==> src/rtl/si_wb_arbiter_pkg.sv <==
// Shared constants for the write-back arbiter slice: default widths and requester slot indices.
// The optional forwarding outputs are enabled by defining WB_FWD_EN at build time.
package si_wb_arbiter_pkg;

    localparam int REG_DW_DEF  = 32;
    localparam int REG_AW_DEF  = 5;
    localparam int NUM_REQ_DEF = 3;

    typedef enum logic [1:0] {
        WB_SRC_ALU = 2'd0,
        WB_SRC_LSU = 2'd1,
        WB_SRC_MDU = 2'd2
    } wb_src_e;

    // Requester index width: clog2(n), but never narrower than one bit.
    function automatic int idx_width(input int n);
        return (n > 1) ? $clog2(n) : 1;
    endfunction

endpackage

==> src/rtl/si_wb_arbiter_if.sv <==
// Requester/regfile-side bus of the write-back arbiter; fwd_* exists only with WB_FWD_EN defined.
interface si_wb_arbiter_if
    import si_wb_arbiter_pkg::*;
#(
    parameter int REG_DW  = REG_DW_DEF,
    parameter int REG_AW  = REG_AW_DEF,
    parameter int NUM_REQ = NUM_REQ_DEF,
    parameter int REQ_IW  = idx_width(NUM_REQ)
);

    logic [NUM_REQ-1:0]        req_valid_i;
    logic [NUM_REQ-1:0]        req_ready_o;
    logic [NUM_REQ*REG_AW-1:0] req_addr_i;
    logic [NUM_REQ*REG_DW-1:0] req_data_i;
    logic                      hold_i;
    logic                      wb_en_o;
    logic [REG_AW-1:0]         wb_addr_o;
    logic [REG_DW-1:0]         wb_data_o;
    logic [REQ_IW-1:0]         wb_src_o;
`ifdef WB_FWD_EN
    logic                      fwd_valid_o;
    logic [REG_AW-1:0]         fwd_addr_o;
    logic [REG_DW-1:0]         fwd_data_o;
`endif

    // Requesters plus the regfile port owner.
    modport master (
        output req_valid_i, req_addr_i, req_data_i, hold_i,
        input  req_ready_o, wb_en_o, wb_addr_o, wb_data_o, wb_src_o
`ifdef WB_FWD_EN
        , input fwd_valid_o, fwd_addr_o, fwd_data_o
`endif
    );

    // The arbiter itself.
    modport slave (
        input  req_valid_i, req_addr_i, req_data_i, hold_i,
        output req_ready_o, wb_en_o, wb_addr_o, wb_data_o, wb_src_o
`ifdef WB_FWD_EN
        , output fwd_valid_o, fwd_addr_o, fwd_data_o
`endif
    );

endinterface

==> src/rtl/si_rr_arbiter.sv <==
// Combinational round-robin picker: first asserted request at or after ptr_i, wrapping modulo N.
module si_rr_arbiter #(
    parameter int N  = 3,
    parameter int IW = 2
) (
    input  logic [N-1:0]  req_i,
    input  logic          en_i,
    input  logic [IW-1:0] ptr_i,
    output logic [N-1:0]  gnt_o,
    output logic [IW-1:0] gnt_idx_o
);

    logic found;

    // NOTE: every output of a combinational block gets a default first, so no path leaves it unassigned and no latch is inferred.
    always_comb begin
        gnt_o     = '0;
        gnt_idx_o = '0;
        found     = 1'b0;
        if (en_i) begin
            // Walk distances from the pointer; constant indices keep the loop unrollable.
            for (int d = 0; d < N; d++) begin
                for (int k = 0; k < N; k++) begin
                    if (!found && req_i[k] && (((int'(ptr_i) + d) % N) == k)) begin
                        gnt_o[k]  = 1'b1;
                        gnt_idx_o = IW'(k);
                        found     = 1'b1;
                    end
                end
            end
        end
    end

endmodule

==> src/rtl/si_wb_arbiter.sv <==
// Round-robin write-back arbiter with x0 drop filter and one registered regfile write port.
// Define WB_FWD_EN to add combinational fwd_* copies of the winning request.
module si_wb_arbiter
    import si_wb_arbiter_pkg::*;
#(
    parameter int REG_DW  = REG_DW_DEF,
    parameter int REG_AW  = REG_AW_DEF,
    parameter int NUM_REQ = NUM_REQ_DEF,
    parameter int REQ_IW  = idx_width(NUM_REQ)
) (
    input  logic           clk,
    input  logic           rst,
    si_wb_arbiter_if.slave bus
);

    logic [NUM_REQ-1:0] x0_req;
    logic [NUM_REQ-1:0] nz_req;
    logic [NUM_REQ-1:0] gnt;
    logic [REQ_IW-1:0]  gnt_idx;
    logic               gnt_vld;
    logic [REG_AW-1:0]  win_addr;
    logic [REG_DW-1:0]  win_data;

    logic [REQ_IW-1:0]  ptr_q,     ptr_d;
    logic               wb_en_q,   wb_en_d;
    logic [REG_AW-1:0]  wb_addr_q, wb_addr_d;
    logic [REG_DW-1:0]  wb_data_q, wb_data_d;
    logic [REQ_IW-1:0]  wb_src_q,  wb_src_d;

    // Writes to x0 are acknowledged and dropped; only the rest compete for the port.
    always_comb begin
        x0_req = '0;
        nz_req = '0;
        for (int k = 0; k < NUM_REQ; k++) begin
            if (bus.req_valid_i[k]) begin
                if (bus.req_addr_i[k*REG_AW +: REG_AW] == '0) x0_req[k] = 1'b1;
                else                                         nz_req[k] = 1'b1;
            end
        end
    end

    si_rr_arbiter #(
        .N  (NUM_REQ),
        .IW (REQ_IW)
    ) u_rr (
        .req_i     (nz_req),
        .en_i      (rst && !bus.hold_i),
        .ptr_i     (ptr_q),
        .gnt_o     (gnt),
        .gnt_idx_o (gnt_idx)
    );

    assign gnt_vld         = |gnt;
    assign bus.req_ready_o = rst ? (x0_req | gnt) : '0;

    // One-hot grant lets the winner be selected with an AND-OR mux.
    always_comb begin
        win_addr = '0;
        win_data = '0;
        for (int k = 0; k < NUM_REQ; k++) begin
            if (gnt[k]) begin
                win_addr = win_addr | bus.req_addr_i[k*REG_AW +: REG_AW];
                win_data = win_data | bus.req_data_i[k*REG_DW +: REG_DW];
            end
        end
    end

    always_comb begin
        ptr_d     = ptr_q;
        wb_en_d   = gnt_vld;
        wb_addr_d = wb_addr_q;
        wb_data_d = wb_data_q;
        wb_src_d  = wb_src_q;
        if (gnt_vld) begin
            ptr_d     = (gnt_idx == REQ_IW'(NUM_REQ - 1)) ? '0 : gnt_idx + REQ_IW'(1);
            wb_addr_d = win_addr;
            wb_data_d = win_data;
            wb_src_d  = gnt_idx;
        end
    end

    // NOTE: state registers use non-blocking assignments so every flop samples pre-edge values.
    always_ff @(posedge clk or negedge rst) begin
        if (!rst) begin
            ptr_q     <= '0;
            wb_en_q   <= 1'b0;
            wb_addr_q <= '0;
            wb_data_q <= '0;
            wb_src_q  <= '0;
        end else begin
            ptr_q     <= ptr_d;
            wb_en_q   <= wb_en_d;
            wb_addr_q <= wb_addr_d;
            wb_data_q <= wb_data_d;
            wb_src_q  <= wb_src_d;
        end
    end

    assign bus.wb_en_o   = wb_en_q;
    assign bus.wb_addr_o = wb_addr_q;
    assign bus.wb_data_o = wb_data_q;
    assign bus.wb_src_o  = wb_src_q;

`ifdef WB_FWD_EN
    // Grant is already gated by reset, so these read zero in reset and when idle.
    assign bus.fwd_valid_o = gnt_vld;
    assign bus.fwd_addr_o  = win_addr;
    assign bus.fwd_data_o  = win_data;
`endif

endmodule

==> src/flat_wrapper.sv <==
// flat-port wrapper written by rule: the top's interface ports become plain ports
module si_wb_arbiter_flat import si_wb_arbiter_pkg::*;
#(
    parameter int REG_DW  = REG_DW_DEF,
    parameter int REG_AW  = REG_AW_DEF,
    parameter int NUM_REQ = NUM_REQ_DEF,
    parameter int REQ_IW  = idx_width(NUM_REQ)
)
  (clk, rst, bus_req_valid_i, bus_req_addr_i, bus_req_data_i, bus_hold_i, bus_req_ready_o, bus_wb_en_o, bus_wb_addr_o, bus_wb_data_o, bus_wb_src_o);
  si_wb_arbiter_if #(.REG_DW(REG_DW), .REG_AW(REG_AW), .NUM_REQ(NUM_REQ), .REQ_IW(REQ_IW)) bus_i ();
  input  logic clk;
  input  logic rst;
  input wire logic [$bits(bus_i.req_valid_i)-1:0] bus_req_valid_i;
  input wire logic [$bits(bus_i.req_addr_i)-1:0] bus_req_addr_i;
  input wire logic [$bits(bus_i.req_data_i)-1:0] bus_req_data_i;
  input wire logic [$bits(bus_i.hold_i)-1:0] bus_hold_i;
  output wire logic [$bits(bus_i.req_ready_o)-1:0] bus_req_ready_o;
  output wire logic [$bits(bus_i.wb_en_o)-1:0] bus_wb_en_o;
  output wire logic [$bits(bus_i.wb_addr_o)-1:0] bus_wb_addr_o;
  output wire logic [$bits(bus_i.wb_data_o)-1:0] bus_wb_data_o;
  output wire logic [$bits(bus_i.wb_src_o)-1:0] bus_wb_src_o;
  assign bus_i.req_valid_i = bus_req_valid_i;
  assign bus_i.req_addr_i = bus_req_addr_i;
  assign bus_i.req_data_i = bus_req_data_i;
  assign bus_i.hold_i = bus_hold_i;
  assign bus_req_ready_o = bus_i.req_ready_o;
  assign bus_wb_en_o = bus_i.wb_en_o;
  assign bus_wb_addr_o = bus_i.wb_addr_o;
  assign bus_wb_data_o = bus_i.wb_data_o;
  assign bus_wb_src_o = bus_i.wb_src_o;
  si_wb_arbiter #(.REG_DW(REG_DW), .REG_AW(REG_AW), .NUM_REQ(NUM_REQ), .REQ_IW(REQ_IW)) u_core (.clk(clk), .rst(rst), .bus(bus_i));
endmodule
==> config.mk <==
export PLATFORM = sky130hd
export DESIGN_NAME = si_wb_arbiter_flat
export DESIGN_NICKNAME = d
export VERILOG_FILES = /design/src/rtl/si_wb_arbiter_pkg.sv /design/src/rtl/si_wb_arbiter_if.sv /design/src/rtl/si_rr_arbiter.sv /design/src/rtl/si_wb_arbiter.sv /design/src/flat_wrapper.sv
export SDC_FILE = /design/constraint.sdc
export NUM_CORES = 1
export LEC_CHECK = 0
export ABC_CLOCK_PERIOD_IN_PS = 2250
export CORE_UTILIZATION = 32
export CTS_CLUSTER_SIZE = 12
export DETAILED_ROUTE_END_ITERATION = 6
export PLACE_DENSITY = 0.78
export SETUP_SLACK_MARGIN = 0.4
export SLEW_MARGIN = 40
export SYNTH_ARGS = -nofsm -noshare
export SYNTH_HDL_FRONTEND = slang
export SYNTH_SLANG_ARGS = --single-unit
==> constraint.sdc <==
create_clock -name clk -period 2.25 [get_ports clk]
set_input_delay 0.45 -clock clk [delete_from_list [all_inputs] [get_ports clk]]
set_output_delay 0.45 -clock clk [all_outputs]
set_load 0.01 [all_outputs]
# After elaboration in Yosys (flattened, before gate mapping)
# Cells that the tools add are included.
# classes
add_sub_neg,3
div,3
n_eq_ne,7
muxes,54
bitwise,5
n_reduce_logical,34
# ops
operator,count
"== test 32 x 2 -> 1 bit, second input constant",3
"== test 32 x 3 -> 1 bit, second input constant",3
logical NOT 32 bit,3
two-way mux 32 bit,3
"remainder unit 32 x 3 -> 32 bit, second input constant",2
OR 32 bit,2
two-way mux 1 bit,37
"remainder unit 3 x 3 -> 32 bit, second input constant",1
logical AND 1 bit,18
two-way mux 2 bit,9
logical NOT 5 bit,3
two-way mux 5 bit,3
OR 5 bit,2
logical NOT 1 bit,9
two-way mux 3 bit,2
"adder 2 x 1 -> 3 bit, second input constant",1
"adder 2 x 2 -> 3 bit, second input constant",1
OR 3 bit,1
OR reduction 3 bit,1
"adder 2 x 1 -> 2 bit, second input constant",1
"== test 2 bit, second input constant",1
# word_totals
reg_bits,42
input_bits,117
out_inout_bits,43
wordCells,111

# Logic depth before layout (Yosys ltp)
# Gate-level depths: netlist of the first run.
# depth
ltp_word,51
ltp_mapped,11
depth_no_buf,9

# By module
# From an unflattened synthesis of the first run, not the netlist that was laid out.
# unflattened
cells_unflattened,226
area_unflattened_um2,2252.2
# modules_own_cells
mod,instances,cells_each,area_per_inst_um2,seq_area_each_um2
si_wb_arbiter,1,205,2133.3,1051.0
si_rr_arbiter,1,21,118.9,0.0

# Worst setup path after synthesis of the first run
# No wires, ideal clock.
# synth_timing
path_type,input-to-output
startpoint,input bus_req_addr_i[0]
endpoint,output bus_req_ready_o[2]
t_arrival_ns,1.942
path_slack_ns,-0.142
path_stages,6
path_cell_list,or4_4 > o21ai_4 > o2111a_2 > and2_1 > clkbuf_1 > a41o_1
# synth_between
elab_chain_cells,48
# synth_rtl
item,line_no,rtl
from (decl),flat_wrapper.sv:14,input wire logic [$bits(bus_i.req_addr_i)-1:0] bus_req_addr_i;
logical NOT 5 bit *,si_wb_arbiter.sv:36,if (bus.req_addr_i[k*REG_AW +: REG_AW] == '0) x0_req[k] = 1'b1;
two-way mux 1 bit *,si_wb_arbiter.sv:36,
two-way mux 1 bit *,si_wb_arbiter.sv:35,if (bus.req_valid_i[k]) begin
logical AND 1 bit,si_rr_arbiter.sv:24,if (!found && req_i[k] && (((int'(ptr_i) + d) % N) == k)) begin
two-way mux 1 bit,si_rr_arbiter.sv:24,
two-way mux 1 bit,si_rr_arbiter.sv:20,if (en_i) begin
logical NOT 1 bit,si_rr_arbiter.sv:24,
logical AND 1 bit (2 in series),si_rr_arbiter.sv:24,
(+30 left out),-,
two-way mux 1 bit,si_rr_arbiter.sv:24,
two-way mux 1 bit,si_rr_arbiter.sv:20,
logical NOT 1 bit,si_rr_arbiter.sv:24,
logical AND 1 bit (2 in series),si_rr_arbiter.sv:24,
two-way mux 1 bit *,si_rr_arbiter.sv:24,
two-way mux 3 bit *,si_rr_arbiter.sv:20,
OR 3 bit *,si_wb_arbiter.sv:54,assign bus.req_ready_o = rst ? (x0_req | gnt) : '0;
two-way mux 3 bit *,si_wb_arbiter.sv:54,
to (decl),flat_wrapper.sv:17,output wire logic [$bits(bus_i.req_ready_o)-1:0] bus_req_ready_o;
# Every way passes the cells marked *; elsewhere a longest branch is shown, timed or not. The select of a mux whose other input is x is not followed.

# Worst setup path in the final report of the first run
# layout_timing
startpoint,input bus_req_addr_i[13]
endpoint,output bus_req_ready_o[1]
# layout_between
elab_chain_cells,34
# layout_rtl
item,line_no
logical NOT 5 bit *,si_wb_arbiter.sv:36
two-way mux 1 bit *,si_wb_arbiter.sv:36
two-way mux 1 bit *,si_wb_arbiter.sv:35
logical AND 1 bit (2 in series),si_rr_arbiter.sv:24
two-way mux 1 bit,si_rr_arbiter.sv:24
two-way mux 1 bit,si_rr_arbiter.sv:20
logical NOT 1 bit,si_rr_arbiter.sv:24
logical AND 1 bit (2 in series),si_rr_arbiter.sv:24
(+15 left out),-
two-way mux 1 bit,si_rr_arbiter.sv:24
two-way mux 1 bit,si_rr_arbiter.sv:20
logical NOT 1 bit,si_rr_arbiter.sv:24
logical AND 1 bit (2 in series),si_rr_arbiter.sv:24
two-way mux 1 bit *,si_rr_arbiter.sv:24
two-way mux 3 bit *,si_rr_arbiter.sv:20
OR 3 bit *,si_wb_arbiter.sv:54
two-way mux 3 bit *,si_wb_arbiter.sv:54
# Marked as above.

==> flow_summary.toml, run 1 <==
[synth]
ys_types = 38
synth-edff-count = 0
syn_avg_cell_area_um2 = 11.2
synth_area_um2 = 2250
synth_cells = 201
yosysWarnings = 0
synth_nets = 320
synth.ff_latch_count = 42
ys_seq_area_share_pct = 46.7
synth_ff_type = "dfrtp_1"
async_reset_ff_share_pct = 100

[cts]
clock_latency_ns = 0.30
hold_buffers = 0
clk_pin_slew_ns = 0.08
root_buffer = "clkbuf_8"
cts_buffers = 5
cts_sinks = 42
cts-htree-levels = 2
clk_path_buf_depth = 2
cts_tree = "yes"

[critical_path]
crit_start = "bus_req_addr_i[13]"
start_kind = "input port"
cp_max_fo = 4
cp.arrival_ns = 2.07
endpoint_kind = "output pin"
path_class = "input port to output pin"
r2r_start = "u_core.ptr_q[1]"
required_ns = 1.80

[drt]
routed_via_density = 5.52
vias = 2762
firstDrtPassIters = 4
dr.first_iter.drc_count = 126
routedWlPerCell_um = 20.6
totalWireLength_mm = 10.3
ant_nets = 0
drc = 0

[die]
rows = 30
die-area_um2 = 7370
die_h_um = 85.8
die_w_um = 85.8
core_area_um2 = 6790
initial_core_util_pct = 33.1
io_pins = 160

[sta]
tightest_slew_ns = 0.457
max_freq_mhz = 397
finalSetupTns_ns = -6.91
setup-violations-final = 43
hold_viol = 0
report.final.slew_viol_count = 0
finalWorstSetupSlack_ns = -0.271
min_period_ns = 2.52
fin_skew_ns = 0.00268
timing.final.crit_share_pct = 112
rsz0062_at_grt = "true"
relSlewSlack_pct = 69.6
whs_ns = 0.0605

[global_route]
grt_overflow = 0
met2_usage_pct = 46.6
met3_usage_pct = 6.26
grt_busiest_layer = "met2"
antenna_found_initial = 0
grt_pass1_vias = 2728
grt_max_degree = 27
use_met1_pct = 31.7
grt_pass1_wl_mm = 14.5
grt_use_total_pct = 26.3

[place]
dp_hpwl_mm = 6.28
port_buffers = 159
finalWeightedCongestion = 0.946
preCtsSetupSlack_ns = -0.849
numPlacedInstances = 467

[power_and_ir_drop]
ir_drop_uv = 579
p_leak_nw = 1.94
p_total_mw = 5.19
power_density_nw_per_um2 = 1100

[cells_and_area]
area_growth_syn_to_layout_pct = 109
fin_nets = 522
num_antenna_cells = 0
final_layout_size_suffix_gt1_share_pct = 27.5
final_cells = 500

[status]
status = "complete, but fails checks"
violations = "setup timing"

[job]
drv_cap = 0

[min_path]
hold_path.class = "input port to async pin"
[per-stage QoR]
stage / utilization (%) / area, um2
finish: 69.2 / 4700
global route: 69.2 / 4700
CTS: 66.5 / 4520
detailed placement: 60.0 / 4070
global placement: 60.0 / 4070
floorplan: - / 2260
[logic make-up after synthesis]
logic type                 share of synthesized area (%)
buffers and inverters                               5.68
DFF                                                 46.7
AOI/OAI and AO/OA                                   38.6
adders and majority gates                           1.11
and+or+nand+nor                                     7.85
[layout make-up]
| cell class | count | area [um2] |
|---|---|---|
| inverter | 5 | 21.3 |
| tap | 96 | 120 |
| fill | 535 | 2090 |
| clock inverter | 2 | 37.5 |
| sequential | 42 | 1050 |
| multi-input combinational | 141 | 1330 |
| clock buffer | 6 | 72.6 |
| timing repair buffer | 208 | 2070 |
[layer usage]
metal,vias up,part of all wire (%)
met5,-,0
met4,0,2.0
met3,22,6.1
met2,138,52
met1,1368,40
li1,1234,-
[cell usage after synthesis (3+ instances only)]
| cell | number | area share (%) |
|---|---|---|
| dfrtp_1 | 42 | 47 |
| a221o_1 | 34 | 15 |
| nor2_1 | 20 | 3.3 |
| a22o_1 | 19 | 7.4 |
| a22oi_1 | 15 | 5.0 |
| buf_2 | 6 | 1.3 |
| clkbuf_1 | 6 | 1.0 |
| buf_6 | 5 | 2.5 |
| inv_1 | 5 | 0.83 |
| o21ai_0 | 4 | 0.89 |
| a21o_1 | 3 | 1.0 |
| a222oi_1 | 3 | 1.3 |
| and2_1 | 3 | 0.83 |
| nand2_1 | 3 | 0.50 |
| o2bb2ai_1 | 3 | 1.2 |
[power breakdown]
group	internal, mW	leakage [nW]	switching (mW)
registers	1.12	0.518	0.216
clock network	0.331	0.0514	0.277
logic	1.89	1.37	1.36
total	3.34	1.94	1.85
[layout by cell type (no fill, tap or decap), types with 2 or more instances in the layout]
cell type	n
o21ai_2	2
o22ai_1	2
clkbuf_16	2
inv_2	2
ha_4	2
nor2_4	3
buf_4	32
clkdlybuf4s50_1	144
nand2_1	3
a221o_1	34
a222oi_1	3
and2_4	2
clkbuf_2	2
dfrtp_1	42
a21o_4	5
buf_2	3
buf_8	3
a22oi_1	2
a22oi_2	13
o2bb2ai_1	2
inv_1	2
nor3_2	2
dlygate4sd2_1	7
buf_6	9
clkbuf_8	5
o21ai_1	2
a21o_1	3
nor2_1	16
or2_4	2
buf_12	3
a22o_1	19
nor2_2	3
[state kept, by name, indices dropped and copies added (netlist names)]
name                  flops
u_core.bus.wb_data_o     32
u_core.bus.wb_src_o       2
u_core.bus.wb_addr_o      5
u_core.ptr_q              2
u_core.bus.wb_en_o        1
[critical path: stages]
cell and delay, ns:
clkdlybuf4s50_1 0.49, nor2_2 0.27, and3_1 0.23, o21ai_2 0.08
a21o_1 0.19, o22ai_1 0.18, buf_2 0.17
[worst paths after layout]
check / to / slack (ns) / depth (start not counted)
max in group asynchronous: u_core.bus.wb_data_o[21] / 1.65 / 3
setup reg to reg: u_core.bus.wb_addr_o[3] / -0.19 / 11
hold / removal: u_core.bus.wb_en_o / 0.06 / 2
hold reg to reg: u_core.bus.wb_src_o[0] / 0.48 / 1
setup / recovery: bus_req_ready_o[1] / -0.27 / 7
min in group clk: u_core.bus.wb_src_o[0] / 0.48 / 1
[what timing repair did]
action | in CTS | in global routing
buffers inserted | 12 | 4
gates cloned | 5 | 4
gates resized for setup | 72 | 31
pin swaps | 17 | 22
endpoints found under the setup margin | 45 | 45
Note: power is estimated with default switching activity, not from simulation.
==> run 2, diff against run 1 <==
- CTS_BUF_LIST: unset -> sky130_fd_sc_hd__clkbuf_16
==> flow_summary.toml, run 2 (synthesis gave the netlist of run 1 again) <==
[power_and_ir_drop]
clkPwrFrac_pct = 15.3
comb_power_share_pct = 59.5
p_leak_nw = 1.96
seqPwrFrac_pct = 25.2
ir_drop_uv = 555
switching_share_pct = 34.2
power_switching_mw = 1.81
power_density_nw_per_um2 = 1130
p_total_mw = 5.31
internal_power_mw = 3.50

[critical_path]
required_ns = 1.80
cpMostUsedCell = "buf_6"
max_stage_delay_ns = 0.57
start_kind = "input port"
crit_chain = "buf_2 > or4_4 > o21ai_4 > buf_6 > a211oi_2 > and2_4 > a31o_4 > buf_6"
endpoint_kind = "output pin"
path_class = "input port to output pin"
cp.arrival_ns = 2.01
cp_slowest_cell = "or4_4"
cp_max_fo = 4

[place]
port_buffers = 159
finalWeightedCongestion = 0.946
numPlacedInstances = 467
dp_hpwl_mm = 6.28
preCtsSetupSlack_ns = -0.849

[cts]
clock_latency_ns = 0.28
clk_path_buf_depth = 2
root_buffer = "clkbuf_16"
cts-htree-levels = 2
cts_tree = "yes"
clk_pin_slew_ns = 0.06
cts_sinks = 42
cts_buffers = 5

[cells_and_area]
final_layout_size_suffix_gt1_share_pct = 25.8
seq_area_um2 = 1050
fin_nets = 521
multi_input_area_um2 = 1300
area_growth_syn_to_layout_pct = 110
final_cells = 499
final_cell_mix = "clkdlybuf4s50_1 (142), dfrtp_1 (41), a221o_1 (34)"
fillers = 520
largest_reg_flops = 32
final_common_cell = "clkdlybuf4s50_1"
num_antenna_cells = 0

[job]
drv_cap = 0

[sta]
tightest_slew_ns = 0.438
relSlewSlack_pct = 70.8
min_period_ns = 2.46
max_freq_mhz = 407
setup-violations-final = 41
whs_ns = 0.0801
report.final.slew_viol_count = 0
fin_skew_ns = 0.00286
rsz0062_at_grt = "true"
finalWorstSetupSlack_ns = -0.206
hold_viol = 0
timing.final.crit_share_pct = 109

[die]
initial_core_util_pct = 33.1
die-area_um2 = 7370
io_pins = 160
rows = 30
die_h_um = 85.8
core_area_um2 = 6790
die_w_um = 85.8

[min_path]
hold_path.class = "input port to async pin"

[global_route]
grt_overflow = 0
antenna_found_initial = 0
grt_max_degree = 27
grt_use_total_pct = 25.7
grt_pass1_wl_mm = 14.3
grt_pass1_vias = 2694

[drt]
met3WireLength_um = 652
routedWlPerCell_um = 20.1
routed_via_density = 5.48
route.met2.wl_mm = 5.22
drc = 0
totalWireLength_mm = 10.0
firstDrtPassIters = 4
vias = 2734
drt-met1-wl_mm = 3.99
dr.first_iter.drc_count = 96
top_layer = "met4"
ant_nets = 0

[status]
violations = "setup timing"
status = "complete, but fails checks"
[run 2: worst paths after layout]
| path | cells after the start | to | slack [ns] | startpoint |
|---|---|---|---|---|
| min reg2reg | 1 | u_core.bus.wb_src_o[0] | 0.48 | u_core.bus.wb_src_o[0] |
| max | 8 | bus_req_ready_o[0] | -0.21 | bus_req_addr_i[3] |
| max in group asynchronous | 3 | u_core.bus.wb_data_o[22] | 1.63 | rst |
| min | 2 | u_core.bus.wb_addr_o[2] | 0.08 | rst |
| max reg2reg | 11 | u_core.bus.wb_data_o[30] | -0.15 | u_core.ptr_q[1] |
| min in group clk | 1 | u_core.bus.wb_src_o[0] | 0.48 | u_core.bus.wb_src_o[0] |
[run 2: power by group through the flow]
| stage | Clock [mW] | Combinational [mW] | Sequential, mW |
|---|---|---|---|
| final | 0.813 | 3.16 | 1.34 |
| after detailed placement | 0 | 2.38 | 1.33 |
| after global placement | 0 | 2.33 | 1.32 |
| after floorplan | 0 | 0.995 | 1.48 |
| after global routing | 0.857 | 3.33 | 1.38 |
| after CTS | 0.828 | 2.86 | 1.33 |
[run 2: worst max-delay path: cells and delay by family]
| kind | cells | cell delay (ns) |
|---|---|---|
| AOI/OAI and AO/OA | 3 | 0.46 |
| and+or+nand+nor | 2 | 0.75 |
| buffers and inverters | 3 | 0.35 |
[run 2: what timing repair did]
action	4_1_cts	5_1_grt
buffers inserted	12	4
resized for setup	78	28
setup endpoints to repair	45	45
cloned	5	3
pin swaps	19	14
hold buffers	0	0
[run 2: cell type report]
cell class | instances | share of cell area, %
Sequential cell | 42 | 22.3
Timing Repair Buffer | 207 | 43.6
Multi-Input combinational cell | 141 | 27.5
Tap cell | 96 | 2.55
Inverter | 5 | 0.398
Clock inverter | 3 | 0.876
Clock buffer | 5 | 2.66
[run 2: per-layer routing]
metal	global-route usage (%)	vias up
li1	-	1235
met4	6.82	0
met3	5.00	19
met5	0	-
met1	31.3	1360
met2	46.5	120
[run 2: per-stage QoR]
stage | TNS, ns | utilization [%] | instance area, um2
3_5_place_dp | -32.80 | 60.0 | 4070
2_1_floorplan | -0.651 | - | 2260
6_report | -4.19 | 69.3 | 4710
5_1_grt | -6.78 | 69.3 | 4710
3_3_place_gp | -30.95 | 60.0 | 4070
4_1_cts | -3.11 | 66.6 | 4520
